--- src/rtl/universal_shift_register_n_bit_if.sv ---
// Signal bundle for the universal shift register: control and data inputs
// driven by the master, register state and status returned by the slave.
interface universal_shift_register_n_bit_if #(
    parameter int WIDTH = 8,
    parameter int CNT_W = $clog2(WIDTH)
);
    logic             Enable_In;
    logic [2:0]       Mode_In;
    logic             Serial_Data_MSB_In;
    logic             Serial_Data_LSB_In;
    logic [WIDTH-1:0] Parallel_Data_In;
    logic [WIDTH-1:0] Parallel_Data_Out;
    logic             Serial_Data_LSB_Out;
    logic             Serial_Data_MSB_Out;
    logic [CNT_W-1:0] Shift_Count_Out;
    logic             Word_Done_Out;

    modport master (
        output Enable_In,
        output Mode_In,
        output Serial_Data_MSB_In,
        output Serial_Data_LSB_In,
        output Parallel_Data_In,
        input  Parallel_Data_Out,
        input  Serial_Data_LSB_Out,
        input  Serial_Data_MSB_Out,
        input  Shift_Count_Out,
        input  Word_Done_Out
    );

    modport slave (
        input  Enable_In,
        input  Mode_In,
        input  Serial_Data_MSB_In,
        input  Serial_Data_LSB_In,
        input  Parallel_Data_In,
        output Parallel_Data_Out,
        output Serial_Data_LSB_Out,
        output Serial_Data_MSB_Out,
        output Shift_Count_Out,
        output Word_Done_Out
    );
endinterface

--- src/rtl/universal_shift_register_n_bit.sv ---
// WIDTH-bit universal shift register (hold/shift/rotate/load/clear) updated on
// the falling clock edge, with a word counter that pulses once per WIDTH shifts.
module universal_shift_register_n_bit #(
    parameter int               WIDTH       = 8,
    parameter logic [WIDTH-1:0] RESET_VALUE = {WIDTH{1'b0}},
    parameter int               CNT_W       = $clog2(WIDTH)
) (
    input  logic                              Clk_In,
    input  logic                              Reset_In,
    universal_shift_register_n_bit_if.slave   bus_if
);

    localparam logic [2:0] MODE_HOLD     = 3'b000;
    localparam logic [2:0] MODE_SHR      = 3'b001;
    localparam logic [2:0] MODE_SHL      = 3'b010;
    localparam logic [2:0] MODE_ROR      = 3'b011;
    localparam logic [2:0] MODE_ROL      = 3'b100;
    localparam logic [2:0] MODE_LOAD     = 3'b101;
    localparam logic [2:0] MODE_CLEAR    = 3'b110;
    localparam logic [2:0] MODE_RESERVED = 3'b111;

    localparam logic [CNT_W-1:0] LAST_CNT = CNT_W'(WIDTH - 1);
    localparam logic [CNT_W-1:0] ZERO_CNT = {CNT_W{1'b0}};
    localparam logic [CNT_W-1:0] ONE_CNT  = CNT_W'(1);

    logic [WIDTH-1:0] r_data;
    logic [CNT_W-1:0] r_count;
    logic             r_word_done;

    logic [WIDTH-1:0] w_next_data;
    logic             w_shift_op;
    logic             w_restart;
    logic [CNT_W-1:0] w_next_count;
    logic             w_next_done;

    // Register data path and classification of the sampled operation.
    always_comb begin
        w_next_data = r_data;
        w_shift_op  = 1'b0;
        w_restart   = 1'b0;
        if (bus_if.Enable_In) begin
            case (bus_if.Mode_In)
                MODE_HOLD: begin
                    w_next_data = r_data;
                end
                MODE_SHR: begin
                    w_next_data = {bus_if.Serial_Data_MSB_In, r_data[WIDTH-1:1]};
                    w_shift_op  = 1'b1;
                end
                MODE_SHL: begin
                    w_next_data = {r_data[WIDTH-2:0], bus_if.Serial_Data_LSB_In};
                    w_shift_op  = 1'b1;
                end
                MODE_ROR: begin
                    w_next_data = {r_data[0], r_data[WIDTH-1:1]};
                    w_shift_op  = 1'b1;
                end
                MODE_ROL: begin
                    w_next_data = {r_data[WIDTH-2:0], r_data[WIDTH-1]};
                    w_shift_op  = 1'b1;
                end
                MODE_LOAD: begin
                    w_next_data = bus_if.Parallel_Data_In;
                    w_restart   = 1'b1;
                end
                // Clear is to zero, deliberately independent of RESET_VALUE.
                MODE_CLEAR: begin
                    w_next_data = {WIDTH{1'b0}};
                    w_restart   = 1'b1;
                end
                MODE_RESERVED: begin
                    w_next_data = r_data;
                end
                default: begin
                    w_next_data = r_data;
                end
            endcase
        end else begin
            w_next_data = r_data;
        end
    end

    // Word counter: wraps at WIDTH-1 and raises the done pulse for that cycle.
    always_comb begin
        w_next_count = r_count;
        w_next_done  = 1'b0;
        if (w_restart) begin
            w_next_count = ZERO_CNT;
            w_next_done  = 1'b0;
        end else if (w_shift_op) begin
            if (r_count == LAST_CNT) begin
                w_next_count = ZERO_CNT;
                w_next_done  = 1'b1;
            end else begin
                w_next_count = r_count + ONE_CNT;
                w_next_done  = 1'b0;
            end
        end else begin
            w_next_count = r_count;
            w_next_done  = 1'b0;
        end
    end

    // State registers, falling-edge clocked with asynchronous active-high reset.
    always_ff @(negedge Clk_In or posedge Reset_In) begin
        if (Reset_In) begin
            r_data      <= RESET_VALUE;
            r_count     <= ZERO_CNT;
            r_word_done <= 1'b0;
        end else begin
            r_data      <= w_next_data;
            r_count     <= w_next_count;
            r_word_done <= w_next_done;
        end
    end

    assign bus_if.Parallel_Data_Out   = r_data;
    assign bus_if.Serial_Data_LSB_Out = r_data[0];
    assign bus_if.Serial_Data_MSB_Out = r_data[WIDTH-1];
    assign bus_if.Shift_Count_Out     = r_count;
    assign bus_if.Word_Done_Out       = r_word_done;

endmodule

--- src/flat_wrapper.sv ---
// flat-port wrapper written by rule: the top's interface ports become plain ports
module universal_shift_register_n_bit_flat 
#(
    parameter int               WIDTH       = 8,
    parameter logic [WIDTH-1:0] RESET_VALUE = {WIDTH{1'b0}},
    parameter int               CNT_W       = $clog2(WIDTH)
)
  (Clk_In, Reset_In, bus_if_Enable_In, bus_if_Mode_In, bus_if_Serial_Data_MSB_In, bus_if_Serial_Data_LSB_In, bus_if_Parallel_Data_In, bus_if_Parallel_Data_Out, bus_if_Serial_Data_LSB_Out, bus_if_Serial_Data_MSB_Out, bus_if_Shift_Count_Out, bus_if_Word_Done_Out);
  universal_shift_register_n_bit_if #(.WIDTH(WIDTH), .CNT_W(CNT_W)) bus_if_i ();
  input  logic Clk_In;
  input  logic Reset_In;
  input wire logic [$bits(bus_if_i.Enable_In)-1:0] bus_if_Enable_In;
  input wire logic [$bits(bus_if_i.Mode_In)-1:0] bus_if_Mode_In;
  input wire logic [$bits(bus_if_i.Serial_Data_MSB_In)-1:0] bus_if_Serial_Data_MSB_In;
  input wire logic [$bits(bus_if_i.Serial_Data_LSB_In)-1:0] bus_if_Serial_Data_LSB_In;
  input wire logic [$bits(bus_if_i.Parallel_Data_In)-1:0] bus_if_Parallel_Data_In;
  output wire logic [$bits(bus_if_i.Parallel_Data_Out)-1:0] bus_if_Parallel_Data_Out;
  output wire logic [$bits(bus_if_i.Serial_Data_LSB_Out)-1:0] bus_if_Serial_Data_LSB_Out;
  output wire logic [$bits(bus_if_i.Serial_Data_MSB_Out)-1:0] bus_if_Serial_Data_MSB_Out;
  output wire logic [$bits(bus_if_i.Shift_Count_Out)-1:0] bus_if_Shift_Count_Out;
  output wire logic [$bits(bus_if_i.Word_Done_Out)-1:0] bus_if_Word_Done_Out;
  assign bus_if_i.Enable_In = bus_if_Enable_In;
  assign bus_if_i.Mode_In = bus_if_Mode_In;
  assign bus_if_i.Serial_Data_MSB_In = bus_if_Serial_Data_MSB_In;
  assign bus_if_i.Serial_Data_LSB_In = bus_if_Serial_Data_LSB_In;
  assign bus_if_i.Parallel_Data_In = bus_if_Parallel_Data_In;
  assign bus_if_Parallel_Data_Out = bus_if_i.Parallel_Data_Out;
  assign bus_if_Serial_Data_LSB_Out = bus_if_i.Serial_Data_LSB_Out;
  assign bus_if_Serial_Data_MSB_Out = bus_if_i.Serial_Data_MSB_Out;
  assign bus_if_Shift_Count_Out = bus_if_i.Shift_Count_Out;
  assign bus_if_Word_Done_Out = bus_if_i.Word_Done_Out;
  universal_shift_register_n_bit #(.WIDTH(WIDTH), .RESET_VALUE(RESET_VALUE), .CNT_W(CNT_W)) u_core (.Clk_In(Clk_In), .Reset_In(Reset_In), .bus_if(bus_if_i));
endmodule
--- config.mk ---
export PLATFORM = sky130hd
export DESIGN_NAME = universal_shift_register_n_bit_flat
export DESIGN_NICKNAME = d
export VERILOG_FILES = /design/src/rtl/universal_shift_register_n_bit_if.sv /design/src/rtl/universal_shift_register_n_bit.sv /design/src/flat_wrapper.sv
export SDC_FILE = /design/constraint.sdc
export NUM_CORES = 1
export LEC_CHECK = 0
export CAP_MARGIN = 10
export CORE_MARGIN = 2
export CORE_UTILIZATION = 45
export CTS_CLUSTER_DIAMETER = 40
export CTS_CLUSTER_SIZE = 25
export DETAILED_ROUTE_END_ITERATION = 7
export GPL_ROUTABILITY_DRIVEN = 0
export GPL_TIMING_DRIVEN = 1
export PLACE_DENSITY = 0.83
export REMOVE_ABC_BUFFERS = 1
export SYNTH_ARGS = -nofsm -noshare
export SYNTH_HDL_FRONTEND = slang
export SYNTH_SLANG_ARGS = --single-unit
--- constraint.sdc ---
create_clock -name Clk_In -period 2.3 [get_ports Clk_In]
set_input_delay 0.345 -clock Clk_In [delete_from_list [all_inputs] [get_ports Clk_In]]
set_output_delay 0.345 -clock Clk_In [all_outputs]
set_load 0.02 [all_outputs]
==> results.env <==
RESULT_OF_THE_RUN='complete, but fails checks'
VIOLATED_CHECKS='negative setup slack'
SYNTHESIS.YOSYS.WARNINGS=0
MAXCAPVIOLCOUNT=0
FLOORPLAN.CORE_AREA_UM2=1940
START_UTIL_PCT=46.8
PATH_MAX_FANOUT=3
FF2FF_SETUP_SLACK_PS=360
BOUNDARYPINS=30
NETLIST-CELL-TYPE-COUNT=37
TOTAL_ROUTING_USAGE_GR_PCT=31.3
FINAL_CELL_MIX='buf_4 (29), buf_6 (21), dfrtn_1 (12), clkdlybuf4s50_1 (10)'
CLKLATENCYLATEPIN_PS=280
DRC=0
FINAL_WORST_PATH_SETUP_SLACK_PS=-125
FILLCELLCOUNT=98
ANTENNA_FOUND_INITIAL=0
GR-USAGE-MET3_PCT=3.99
CP-START-KIND='flip-flop'
POST_LAYOUT_NONFILLER_INSTANCES=189
P_LEAK_uW=0.000747
HP-CLASS='reg -> reg'
SYNTHCELLS=102
FLOW.AREA_GROWTH_FROM_SYNTHESIS_PCT=84.6
WL_MM=4.12
CELL_FAMILY_WITH_MOST_CP_DELAY='flip-flops'
WORST-ENDPOINT-ARRIVAL_PS=2080
SYNTH-EDFF-COUNT=0
CPMAXSTAGEDELAYCELL='dfrtn_1'
DP.FINAL_HPWL_MM=2.04
CRITICAL_PATH.CELL_CHAIN='buf_4'
PORTBUFFERS=29
FINAL_NET_COUNT=181
POST-LAYOUT-TOTAL-POWER_uW=1130
GRT.BUSIEST_LAYER='met2'
NUMBER_OF_PINS_EXCEEDING_THEIR_MAX_SLEW_LIMIT_IN_THE_FINAL_REPORT=0
TOTAL_ITERATIONS_OF_THE_FIRST_DETAILED_ROUTING_RUN=4
YOSYS_REGISTER_BITS=12
POST_DP_CELL_AREA_UM2=1360
MAXSLEWHEADROOM_PCT=80.5
TIGHTESTPINTRANSITION_PS=290
CTS-HOLD-FIX-BUFFERS=0
POST_ROUTE_CELLS_DRIVE_ABOVE_1_SHARE_PCT=53.7
GRT.MET2_USAGE_PCT=51.4
DIEHEIGHT_UM=49.0
LAYOUT.CELLS.MOST_COMMON='buf_4'
CLOCK_SKEW_PS=1.65
DR.FIRST_ITER.DRC_COUNT=116
CTS.SINK_COUNT=12
SETUP_VIOL=17
CRITICAL_PATH_S_LARGEST_STAGE_DELAY_PS=470
REQ_TIME_CRIT_PATH_PS=1960
CTS-HTREE-LEVELS=1
MAPPEDNETLISTAREA_UM2=910
FP.DIEW_UM=49.0
SYNTH-SEQ-AREA-SHARE_PCT=33.0
OVERFLOW=0
CRITPATHKIND='reg -> out'
PLACED_CELLS_INCL_TAPS=175
DRT-WIRELENGTH-PER-CELL_UM=21.8
CLOCK_TREE_FROM_TRITONCTS='yes'
SYNTH.AVG_CELL_AREA_UM2=8.92
GRT_START_MAX_NET_PINS=14
TNS_PS=-946
YOSYS_MOST_USED_DFF='dfrtn_1'
CRIT_PATH_END_KIND='output pin'
DIEAREA_UM2=2400
FINAL_UTIL_PCT=86.5
CTS.REPORTEDPATHS.CLKPINSLEW_PS=60
GRT_PASS1_WL_MM=5.71
ROUTED_VIA_DENSITY=6.18
MAX-VDD-IR-DROP_mV=0.677
POWER.DENSITY_nW_PER_UM2=671
LAYOUT.CELL_AREA.NON_FILLER_UM2=1680
ASYNC_RESET_FF_SHARE_PCT=100
RSZ_0062_RAISED_AFTER_GLOBAL_ROUTING='true'
ANTENNA-DIODE-COUNT=0
CLOCKBUFFERDEPTH=2
GRT.MET1_USAGE_PCT=40.2
WORST-PATH-BUF-INV=1
FINALHOLDVIOLCOUNT=0
ROOT_BUFFER='clkbuf_4'
TRITONCTS.NUM_BUFFERS=3
VIA_COUNT_OF_THE_FIRST_GLOBAL_ROUTING_PASS=1154
NUM_VIAS=1168
FINAL_ANTENNA_NET_COUNT=0
FLOORPLAN.ROWS=16
==> final cells by class <==
class / instances / area, um2 / area share [%]
tap: 27 / 33.8 / 2.01
multi-input combinational: 79 / 682 / 40.6
sequential: 12 / 300 / 17.9
clock buffer: 4 / 36.3 / 2.16
inverter: 2 / 7.51 / 0.447
timing repair buffer: 65 / 619 / 36.9
==> cells by family after synthesis <==
logic type,count (synthesis),share of synthesized area [%]
AOI/OAI and AO/OA,38,31.2
muxes,3,3.44
adders and majority gates,2,2.75
buffers and inverters,11,8.80
DFF,12,33.0
and+or+nand+nor,35,19.8
xor gates and xnor gates,1,0.963
==> metal layers <==
metal	wire length, um	share of wire, %
met5	0	0
met4	213	5.2
met3	352	8.5
met2	1950	47
met1	1600	39
==> flip-flops by register name (all words and copies together) (netlist names) <==
name / flops
u_core.bus_if.Shift_Count_Out: 3
u_core.bus_if.Word_Done_Out: 1
u_core.bus_if.Parallel_Data_Out: 8
==> stage by stage <==
stage | hold slack, ps | setup slack, ps
CTS | 608 | -102
global placement | 563 | -737
finish | 614 | -125
detailed placement | 561 | -773
global route | 650 | -137
floorplan | 619 | -84.3
==> cell usage after synthesis (3+ instances only) <==
| cell type | count | share of area [%] |
|---|---|---|
| a32o_1 | 3 | 3.3 |
| buf_4 | 6 | 5.0 |
| a221o_1 | 3 | 3.3 |
| nor2_1 | 8 | 3.3 |
| nand2_1 | 8 | 3.3 |
| a31oi_1 | 3 | 2.1 |
| a21oi_1 | 14 | 7.7 |
| dfrtn_1 | 12 | 33 |
| a32oi_1 | 3 | 2.9 |
| nand2b_1 | 4 | 2.8 |
| nand3_1 | 3 | 1.7 |
==> power by group <==
| part | internal (uW) | switching [uW] |
|---|---|---|
| combinational | 328 | 322 |
| sequential | 262 | 39.1 |
| clock | 96.3 | 79.9 |
| total | 686 | 441 |
==> final timing paths <==
check | start | end | cells past startpoint
worst max-delay path | u_core.bus_if.Parallel_Data_Out[7]$_DFFE_NP0P_ | bus_if_Serial_Data_MSB_Out | 1
worst min-delay path | u_core.bus_if.Parallel_Data_Out[3]$_DFFE_NP0P_ | u_core.bus_if.Parallel_Data_Out[3]$_DFFE_NP0P_ | 3
worst max register to register | u_core.bus_if.Shift_Count_Out[0]$_DFFE_NP0P_ | u_core.bus_if.Shift_Count_Out[2]$_DFFE_NP0P_ | 6
worst min register to register | u_core.bus_if.Parallel_Data_Out[3]$_DFFE_NP0P_ | u_core.bus_if.Parallel_Data_Out[3]$_DFFE_NP0P_ | 3
max in group asynchronous | Reset_In | u_core.bus_if.Parallel_Data_Out[3]$_DFFE_NP0P_ | 3
min in group asynchronous | Reset_In | u_core.bus_if.Word_Done_Out$_DFF_NP0_ | 3
==> timing repair <==
action,4_1_cts,5_1_grt
gates cloned,3,0
resized for setup,120,27
pin swaps,7,4
endpoints found under the setup margin,26,24
endpoints found under the hold margin,0,0
buffers inserted,4,3
(Power assumes the default switching activity.)
